File: src/rtl/pushbutton_command_unit_if.sv
// rtl/pushbutton_command_unit_if.sv - pushbutton command unit signal bundle
interface pushbutton_command_unit_if #(
  parameter int WIDTH = 16
);
  logic [1:0]       pushbuttons;
  logic             pushButtonPressed;
  logic [WIDTH-1:0] current_value;
  logic             result_ready;
  logic [WIDTH-1:0] result_value;
  logic             result_valid;
  logic             backspace_pulse;
  logic             command_accepted;
  logic [WIDTH-1:0] memory_value;
  logic             memory_valid;

  // Decoder / entry-path side: drives buttons, value and ready.
  modport master (
    output pushbuttons, pushButtonPressed, current_value, result_ready,
    input  result_value, result_valid, backspace_pulse, command_accepted,
           memory_value, memory_valid
  );

  // Command unit side.
  modport slave (
    input  pushbuttons, pushButtonPressed, current_value, result_ready,
    output result_value, result_valid, backspace_pulse, command_accepted,
           memory_value, memory_valid
  );
endinterface

File: src/rtl/pushbutton_command_unit.sv
// rtl/pushbutton_command_unit.sv - debounced one-command-per-press memory unit
module pushbutton_command_unit #(
  parameter int WIDTH       = 16,
  parameter int HOLD_CYCLES = 4
) (
  input logic                    clock,
  input logic                    reset,
  pushbutton_command_unit_if.slave bus
);
  localparam logic [7:0] HOLD = 8'(HOLD_CYCLES);

  localparam logic [1:0] CODE_BACKSPACE = 2'b00;
  localparam logic [1:0] CODE_MS        = 2'b01;
  localparam logic [1:0] CODE_MR        = 2'b10;
  localparam logic [1:0] CODE_MC        = 2'b11;

  typedef enum logic [2:0] {
    IDLE     = 3'd0,
    DEBOUNCE = 3'd1,
    EXECUTE  = 3'd2,
    OUTPUT   = 3'd3,
    RELEASE  = 3'd4
  } state_t;

  state_t           state;
  logic [7:0]       count;
  logic [1:0]       code;
  logic [WIDTH-1:0] memory_q;
  logic             memory_valid_q;
  logic [WIDTH-1:0] result_q;
  logic             result_valid_q;
  logic             accepted_q;
  logic             backspace_q;

  // Command FSM: debounce, execute exactly once, hold recall, wait for release.
  // The strobes are set on the edge that enters EXECUTE so they line up with it.
  always_ff @(posedge clock) begin
    if (reset) begin
      state          <= IDLE;
      count          <= 8'd0;
      code           <= 2'b00;
      memory_q       <= '0;
      memory_valid_q <= 1'b0;
      result_q       <= '0;
      result_valid_q <= 1'b0;
      accepted_q     <= 1'b0;
      backspace_q    <= 1'b0;
    end else begin
      accepted_q  <= 1'b0;
      backspace_q <= 1'b0;
      case (state)
        IDLE: begin
          if (bus.pushButtonPressed) begin
            code  <= bus.pushbuttons;
            count <= 8'd1;
            if (HOLD == 8'd1) begin
              state       <= EXECUTE;
              accepted_q  <= 1'b1;
              backspace_q <= (bus.pushbuttons == CODE_BACKSPACE);
            end else begin
              state <= DEBOUNCE;
            end
          end
        end
        DEBOUNCE: begin
          if (!bus.pushButtonPressed || bus.pushbuttons != code) begin
            state <= IDLE;
            count <= 8'd0;
          end else if (count >= HOLD - 8'd1) begin
            // This sample completes the hold window.
            state       <= EXECUTE;
            count       <= 8'd0;
            accepted_q  <= 1'b1;
            backspace_q <= (code == CODE_BACKSPACE);
          end else if (count != 8'hFF) begin
            count <= count + 8'd1;
          end
        end
        EXECUTE: begin
          state <= RELEASE;
          case (code)
            CODE_MS: begin
              memory_q       <= bus.current_value;
              memory_valid_q <= 1'b1;
            end
            CODE_MR: begin
              if (memory_valid_q) begin
                result_q       <= memory_q;
                result_valid_q <= 1'b1;
                state          <= OUTPUT;
              end
            end
            CODE_MC: begin
              memory_q       <= '0;
              memory_valid_q <= 1'b0;
            end
            default: ;
          endcase
        end
        OUTPUT: begin
          if (bus.result_ready) begin
            result_valid_q <= 1'b0;
            state          <= RELEASE;
          end
        end
        RELEASE: begin
          if (!bus.pushButtonPressed) state <= IDLE;
        end
        default: state <= IDLE;
      endcase
    end
  end

  assign bus.result_value     = result_q;
  assign bus.result_valid     = result_valid_q;
  assign bus.backspace_pulse  = backspace_q;
  assign bus.command_accepted = accepted_q;
  assign bus.memory_value     = memory_q;
  assign bus.memory_valid     = memory_valid_q;
endmodule

File: src/flat_wrapper.sv
// flat-port wrapper written by rule: the top's interface ports become plain ports
module pushbutton_command_unit_flat 
#(
  parameter int WIDTH       = 16,
  parameter int HOLD_CYCLES = 4
)
  (clock, reset, bus_pushbuttons, bus_pushButtonPressed, bus_current_value, bus_result_ready, bus_result_value, bus_result_valid, bus_backspace_pulse, bus_command_accepted, bus_memory_value, bus_memory_valid);
  pushbutton_command_unit_if #(.WIDTH(WIDTH)) bus_i ();
  input logic clock;
  input logic reset;
  input wire logic [$bits(bus_i.pushbuttons)-1:0] bus_pushbuttons;
  input wire logic [$bits(bus_i.pushButtonPressed)-1:0] bus_pushButtonPressed;
  input wire logic [$bits(bus_i.current_value)-1:0] bus_current_value;
  input wire logic [$bits(bus_i.result_ready)-1:0] bus_result_ready;
  output wire logic [$bits(bus_i.result_value)-1:0] bus_result_value;
  output wire logic [$bits(bus_i.result_valid)-1:0] bus_result_valid;
  output wire logic [$bits(bus_i.backspace_pulse)-1:0] bus_backspace_pulse;
  output wire logic [$bits(bus_i.command_accepted)-1:0] bus_command_accepted;
  output wire logic [$bits(bus_i.memory_value)-1:0] bus_memory_value;
  output wire logic [$bits(bus_i.memory_valid)-1:0] bus_memory_valid;
  assign bus_i.pushbuttons = bus_pushbuttons;
  assign bus_i.pushButtonPressed = bus_pushButtonPressed;
  assign bus_i.current_value = bus_current_value;
  assign bus_i.result_ready = bus_result_ready;
  assign bus_result_value = bus_i.result_value;
  assign bus_result_valid = bus_i.result_valid;
  assign bus_backspace_pulse = bus_i.backspace_pulse;
  assign bus_command_accepted = bus_i.command_accepted;
  assign bus_memory_value = bus_i.memory_value;
  assign bus_memory_valid = bus_i.memory_valid;
  pushbutton_command_unit #(.WIDTH(WIDTH), .HOLD_CYCLES(HOLD_CYCLES)) u_core (.clock(clock), .reset(reset), .bus(bus_i));
endmodule
File: config.mk
export PLATFORM = sky130hd
export DESIGN_NAME = pushbutton_command_unit_flat
export DESIGN_NICKNAME = d
export VERILOG_FILES = /design/src/rtl/pushbutton_command_unit_if.sv /design/src/rtl/pushbutton_command_unit.sv /design/src/flat_wrapper.sv
export SDC_FILE = /design/constraint.sdc
export NUM_CORES = 1
export LEC_CHECK = 0
export CAP_MARGIN = 0
export CORE_MARGIN = 5
export CORE_UTILIZATION = 50
export CTS_BUF_LIST = sky130_fd_sc_hd__clkbuf_16
export CTS_CLUSTER_DIAMETER = 200
export DETAILED_ROUTE_END_ITERATION = 10
export GPL_ROUTABILITY_DRIVEN = 0
export HOLD_SLACK_MARGIN = 0.12
export PLACE_DENSITY = 0.85
export SYNTH_ARGS = -nofsm -noshare
export SYNTH_HDL_FRONTEND = slang
export SYNTH_SLANG_ARGS = --single-unit
File: constraint.sdc
create_clock -name clock -period 1.9 [get_ports clock]
set_input_delay 0.38 -clock clock [delete_from_list [all_inputs] [get_ports clock]]
set_output_delay 0.38 -clock clock [all_outputs]
set_load 0.02 [all_outputs]
# Word-level counts from Yosys, hierarchy flattened
# Index checks and enable logic that the tools add are counted.
dict set report totals {
  regBits 49
  latch_bits 0
  mem_bits_rw 0
  romBits 0
  input_bits 22
  out_inout_bits 36
  n_memories 0
}
dict set report classes {
  n_addsub 1
  n_mul 0
  n_div 0
  magnitude_cmp 1
  eq_ne 16
  n_shift 0
  n_mux 20
  bitwise 2
  reduce_logical 15
}
# cell n
set op_table {}
lappend op_table {{2-to-1 mux 8 bit} 4}
lappend op_table {{case mux 16 bit (2 select lines)} 1}
lappend op_table {{2-to-1 mux 3 bit} 7}
lappend op_table {{case mux 8 bit (2 select lines)} 1}
lappend op_table {{case mux 3 bit (5 select lines)} 1}
lappend op_table {{adder 8 x 1 -> 8 bit, second input constant} 1}
lappend op_table {{greater-or-equal comparator 8 x 2 -> 1 bit, second input constant} 1}
lappend op_table {{inequality test 8 bit, second input constant} 1}
lappend op_table {{AND reduction 4 bit} 2}
lappend op_table {{equality test 3 x 2 -> 1 bit, second input constant} 2}
lappend op_table {{inequality test 2 bit, second input constant} 3}
lappend op_table {{AND reduction 3 bit} 2}
lappend op_table {{nonzero test 2 bit} 3}
lappend op_table {{equality test 2 bit, second input constant} 2}
lappend op_table {{2-to-1 mux 1 bit} 4}
lappend op_table {{inequality test 2 x 1 -> 1 bit, second input constant} 2}
lappend op_table {{inequality test 4 x 1 -> 1 bit, second input constant} 1}
lappend op_table {{case mux 1 bit (2 select lines)} 2}
lappend op_table {{AND reduction 2 bit} 2}
lappend op_table {{OR reduction 4 bit} 1}
lappend op_table {{equality test 3 x 1 -> 1 bit, second input constant} 1}
lappend op_table {{equality test 3 bit, second input constant} 1}
lappend op_table {{logical NOT 3 bit} 1}
lappend op_table {{inequality test 3 x 1 -> 1 bit, second input constant} 1}
lappend op_table {{7 further kinds} 8}

# Longest topological paths before layout
dict set report logic_depth {
  depth_word 5
  depth_mapped 6
  mapped_depth_nobuf 5
}

# Worst setup path before layout
# No wires, ideal clock.
dict set report synth_timing {
  path_kind {register -> register}
  start {register u_core.memory_valid_q, in the netlist u_core.bus.memory_valid}
  end {register u_core.result_q[10], in the netlist u_core.bus.result_value[10]}
  t_arrival_ps 1253
  required_time_ps 1829
  path_slack_ps 577
  path_stages_with_launch 7
  n_path_buf 2
  path_cell_list {dfxtp_1 > and4bb_2 > and2_4 > buf_6 > buf_12 > nand2_1 > a21oi_2}
}
dict set report synth_between {
  elab_chain_len 1
}
# element line
set synth_lines {}
lappend synth_lines {{from (decl)} pushbutton_command_unit.sv:29} ;# logic memory_valid_q;
lappend synth_lines {{from (signal assigned)} pushbutton_command_unit.sv:43} ;# memory_valid_q <= 1'b0;
lappend synth_lines {{from (signal assigned)} pushbutton_command_unit.sv:84} ;# memory_valid_q <= 1'b1;
lappend synth_lines {{from (signal assigned)} pushbutton_command_unit.sv:95} ;# memory_valid_q <= 1'b0;
lappend synth_lines {{AND reduction 3 bit (no source line)} -}
lappend synth_lines {{to (signal assigned)} pushbutton_command_unit.sv:88} ;# result_q <= memory_q;
lappend synth_lines {{to (decl)} pushbutton_command_unit.sv:30} ;# logic [WIDTH-1:0] result_q;
# No other way between the ends.
# A chain may end at the register's enable or synchronous reset.

# Worst setup path in the final report
dict set report layout_timing {
  start {register u_core.memory_q[6], in the netlist u_core.bus.memory_value[6]}
  end {output port bus_memory_value[6]}
}
# element line
set layout_lines {}
lappend layout_lines {{from (decl)} pushbutton_command_unit.sv:28} ;# logic [WIDTH-1:0] memory_q;
lappend layout_lines {{from (signal assigned)} pushbutton_command_unit.sv:83} ;# memory_q <= bus.current_value;
lappend layout_lines {{to (decl)} flat_wrapper.sv:19} ;# output wire logic [$bits(bus_i.memory_value)-1:0] bus_memory_value;
# No word-level cell between the ends.

==> run_results.csv <==
group,metric,value,unit
logic_synthesis,synth_common_cells,"dfxtp_1, nand2_1, a21oi_1, nor2_1, nor3b_1",
global_routing,grt-ovfl-total,0,
pwr,power-per-cell-area,735,nW/um2
pwr,p_leak,0.947,nW
global_routing,grt_pass1_wl,7.74,mm
global_routing,met3_usage,5.92,%
timing,hold_viol_final,0,
logic_synthesis,ys_types,37,
timing,worstMarginPinSlew,0.390,ns
logic_synthesis,synthFlopType,"dfxtp_1",
worst_setup_path,crit_chain,"clkdlybuf4s50_1",
timing,min_period,1.66,ns
floorplan,start_util,50.5,%
worst_setup_path,slowest_delay,0.63,ns
worst_setup_path,critical_path_class,"reg2out",
logic_synthesis,syn_avg_cell_area,8.93,um2
cells_and_area,fin_util,68.4,%
drt,wl_per_cell,13.8,um
worst_setup_path,critPathLaunchType,"register",
logic_synthesis,synth_most_common_cell,"dfxtp_1",
timing,final.period_utilization,87.3,%
drt,drt-total-wl,4.55,mm
floorplan,dieArea,5340,um2
global_routing,use_met1,22.2,%
cells_and_area,fillers,327,
job,max-cap-violations,0,
clock_tree,clk_latency,0.28,ns
clock_tree,cts-root-buf,"clkbuf_16",
timing,slew_headroom,74.0,%
pwr,ir_drop,436,uV
floorplan,die_width,73.1,um
timing,finClkSkew,0.00325,ns
floorplan,core_area,3940,um2
worst_setup_path,critPathTopFamily,"buffers and inverters",
clock_tree,cts_resized,0,
floorplan,ios,58,
place,hpwl,3.19,mm
global_routing,gr-usage-all-layers,18.4,%
logic_synthesis,synth_warnings,0,
cells_and_area,drive_above_1_share,11.1,%
worst_setup_path,crit_buf_inv,1,
clock_tree,clk_path_buf_depth,2,
clock_tree,path_clk_slew,0.06,ns
cells_and_area,nNetsFinal,301,
global_routing,grtUsageMet2,29.8,%
clock_tree,cts_buffers,5,
logic_synthesis,yosys.area.top_type_share,49.3,%
clock_tree,cts_tree,"done",
drt,first_iter_violations,106,
worst_setup_path,crit_path_end_kind,"output pin",
drt,vias,1719,
clock_tree,cts_hold_buffers,0,
global_routing,antenna_found_initial,0,
global_routing,top_usage_layer,"met2",
clock_tree,post-cts-setup-buffer-count,0,
global_routing,grt_pass1_vias,1739,
timing,setup_viol,0,
global_routing,grt_max_degree,25,
floorplan,dieHeight,73.1,um
status,status,"completed",
cells_and_area,multiInputGateArea,906,um2
logic_synthesis,synthCells,223,
drt,first_pass_iters,4,
cells_and_area,area_growth,35.5,%
timing,max_freq,603,MHz
drt,ant_nets,0,
timing,rsz0062_at_grt,"no",
logic_synthesis,synthTopCellsByArea,"dfxtp_1, a21oi_1, nand2_1",
timing,tns,0,ns
logic_synthesis,async_reset_ff_share,0,%
worst_setup_path,cp_slowest_cell,"clkdlybuf4s50_1",
cells_and_area,ff_latch_area,981,um2
clock_tree,h-tree-depth,2,
logic_synthesis,yosysSeqAreaShare,49.3,%
logic_synthesis,syn_nets,246,
place,io_buffers,57,
drt,vias_per_cell,5.22,
clock_tree,clock_sinks,49,
drt,drc,0,
logic_synthesis,syn_area,1990,um2
logic_synthesis,synth.largest_area_cell,"dfxtp_1",
floorplan,rows,23,
timing,whs,0.460,ns
worst_setup_path,arrival,1.28,ns
logic_synthesis,synth-seq-cells,49,
logic_synthesis,synth-edff-count,0,
worst_setup_path,cp_max_fo,3,
cells_and_area,n_antenna_cell,0,
worst_setup_path,critPathRequiredTime,1.52,ns
timing,report.final.slew_viol_count,0,
min_path,holdCritPathClass,"reg2reg",
==> path summary, 6_finish.rpt <==
check | start | slack, ns | depth (start not counted) | endpoint
max reg2reg | u_core.state[0] | 0.44 | 4 | u_core.bus.backspace_pulse
min | u_core.bus.result_value[2] | 0.46 | 2 | u_core.bus.result_value[2]
max | u_core.bus.memory_value[6] | 0.24 | 1 | bus_memory_value[6]
min reg2reg | u_core.bus.result_value[2] | 0.46 | 2 | u_core.bus.result_value[2]
==> through the flow <==
step	setup slack (ns)	std cells	area, um2	total power, mW
CTS	0.225	329	2700	1.99
global placement	0.129	321	2560	1.18
detailed placement	0.0967	321	2560	1.18
finish	0.242	329	2700	1.98
global route	0.179	329	2700	2.05
floorplan	0.577	223	1990	1.12
==> cells in the final DEF, fill, tap and decap left out, types with 2 or more instances in the layout <==
master           synthesis  layout
clkdlybuf4s50_1          0      56
dfxtp_1                 49      49
nand2_1                 35      35
nor2_1                  28      28
a21oi_1                 28      28
nor3b_1                 17      17
a21oi_2                 10      10
and2_1                   6       6
clkbuf_16                0       5
buf_4                    0       5
nor3_1                   3       3
nand2_2                  3       3
mux2i_1                  2       2
xnor2_1                  2       2
and4_1                   2       2
inv_1                    2       2
a41oi_1                  2       2
nand3_1                  2       2
clkinv_1                 0       2
==> cells by family after synthesis <==
logic type / synth area share (%)
buf+inv: 5.22
simple gates: 27.3
fa+ha+maj: 0.628
compound gates: 15.7
mux: 1.01
xor+xnor: 0.880
flops: 49.3
==> tightest hold or removal path: cells and delay by family (launching register included) <==
kind	cells	cell delay, ns
AO/OA/AOI/OAI	1	0.05
AND/OR/NAND/NOR	1	0.05
flip-flops	1	0.31
==> power breakdown <==
part	switching, mW	total [mW]	internal [mW]
clock network	0.351	0.827	0.476
logic	0.0496	0.114	0.0648
registers	0.00826	1.04	1.03
total	0.409	1.98	1.57
==> cell type report <==
cell class              instances  area share, %
inverters                       2          0.278
multi-input cells             158           33.6
clock buffers                   5           4.64
well taps                      50           2.32
repair buffers                 62           22.4
flip-flops and latches         49           36.4
clock inverters                 3          0.464
==> routing by layer <==
metal	vias up	routed length, um
met1	799	1950
met4	0	85
met3	11	329
met5	-	0
met2	42	2190
li1	867	-
==> registers in the layout (all words and copies together) (netlist names) <==
name	flops
u_core.bus.backspace_pulse	1
u_core.bus.command_accepted	1
u_core.bus.memory_valid	1
u_core.bus.memory_value	16
u_core.bus.result_valid	1
u_core.bus.result_value	16
u_core.code	2
u_core.count	8
u_core.state	3
Note: power is estimated with default switching activity, not from simulation.
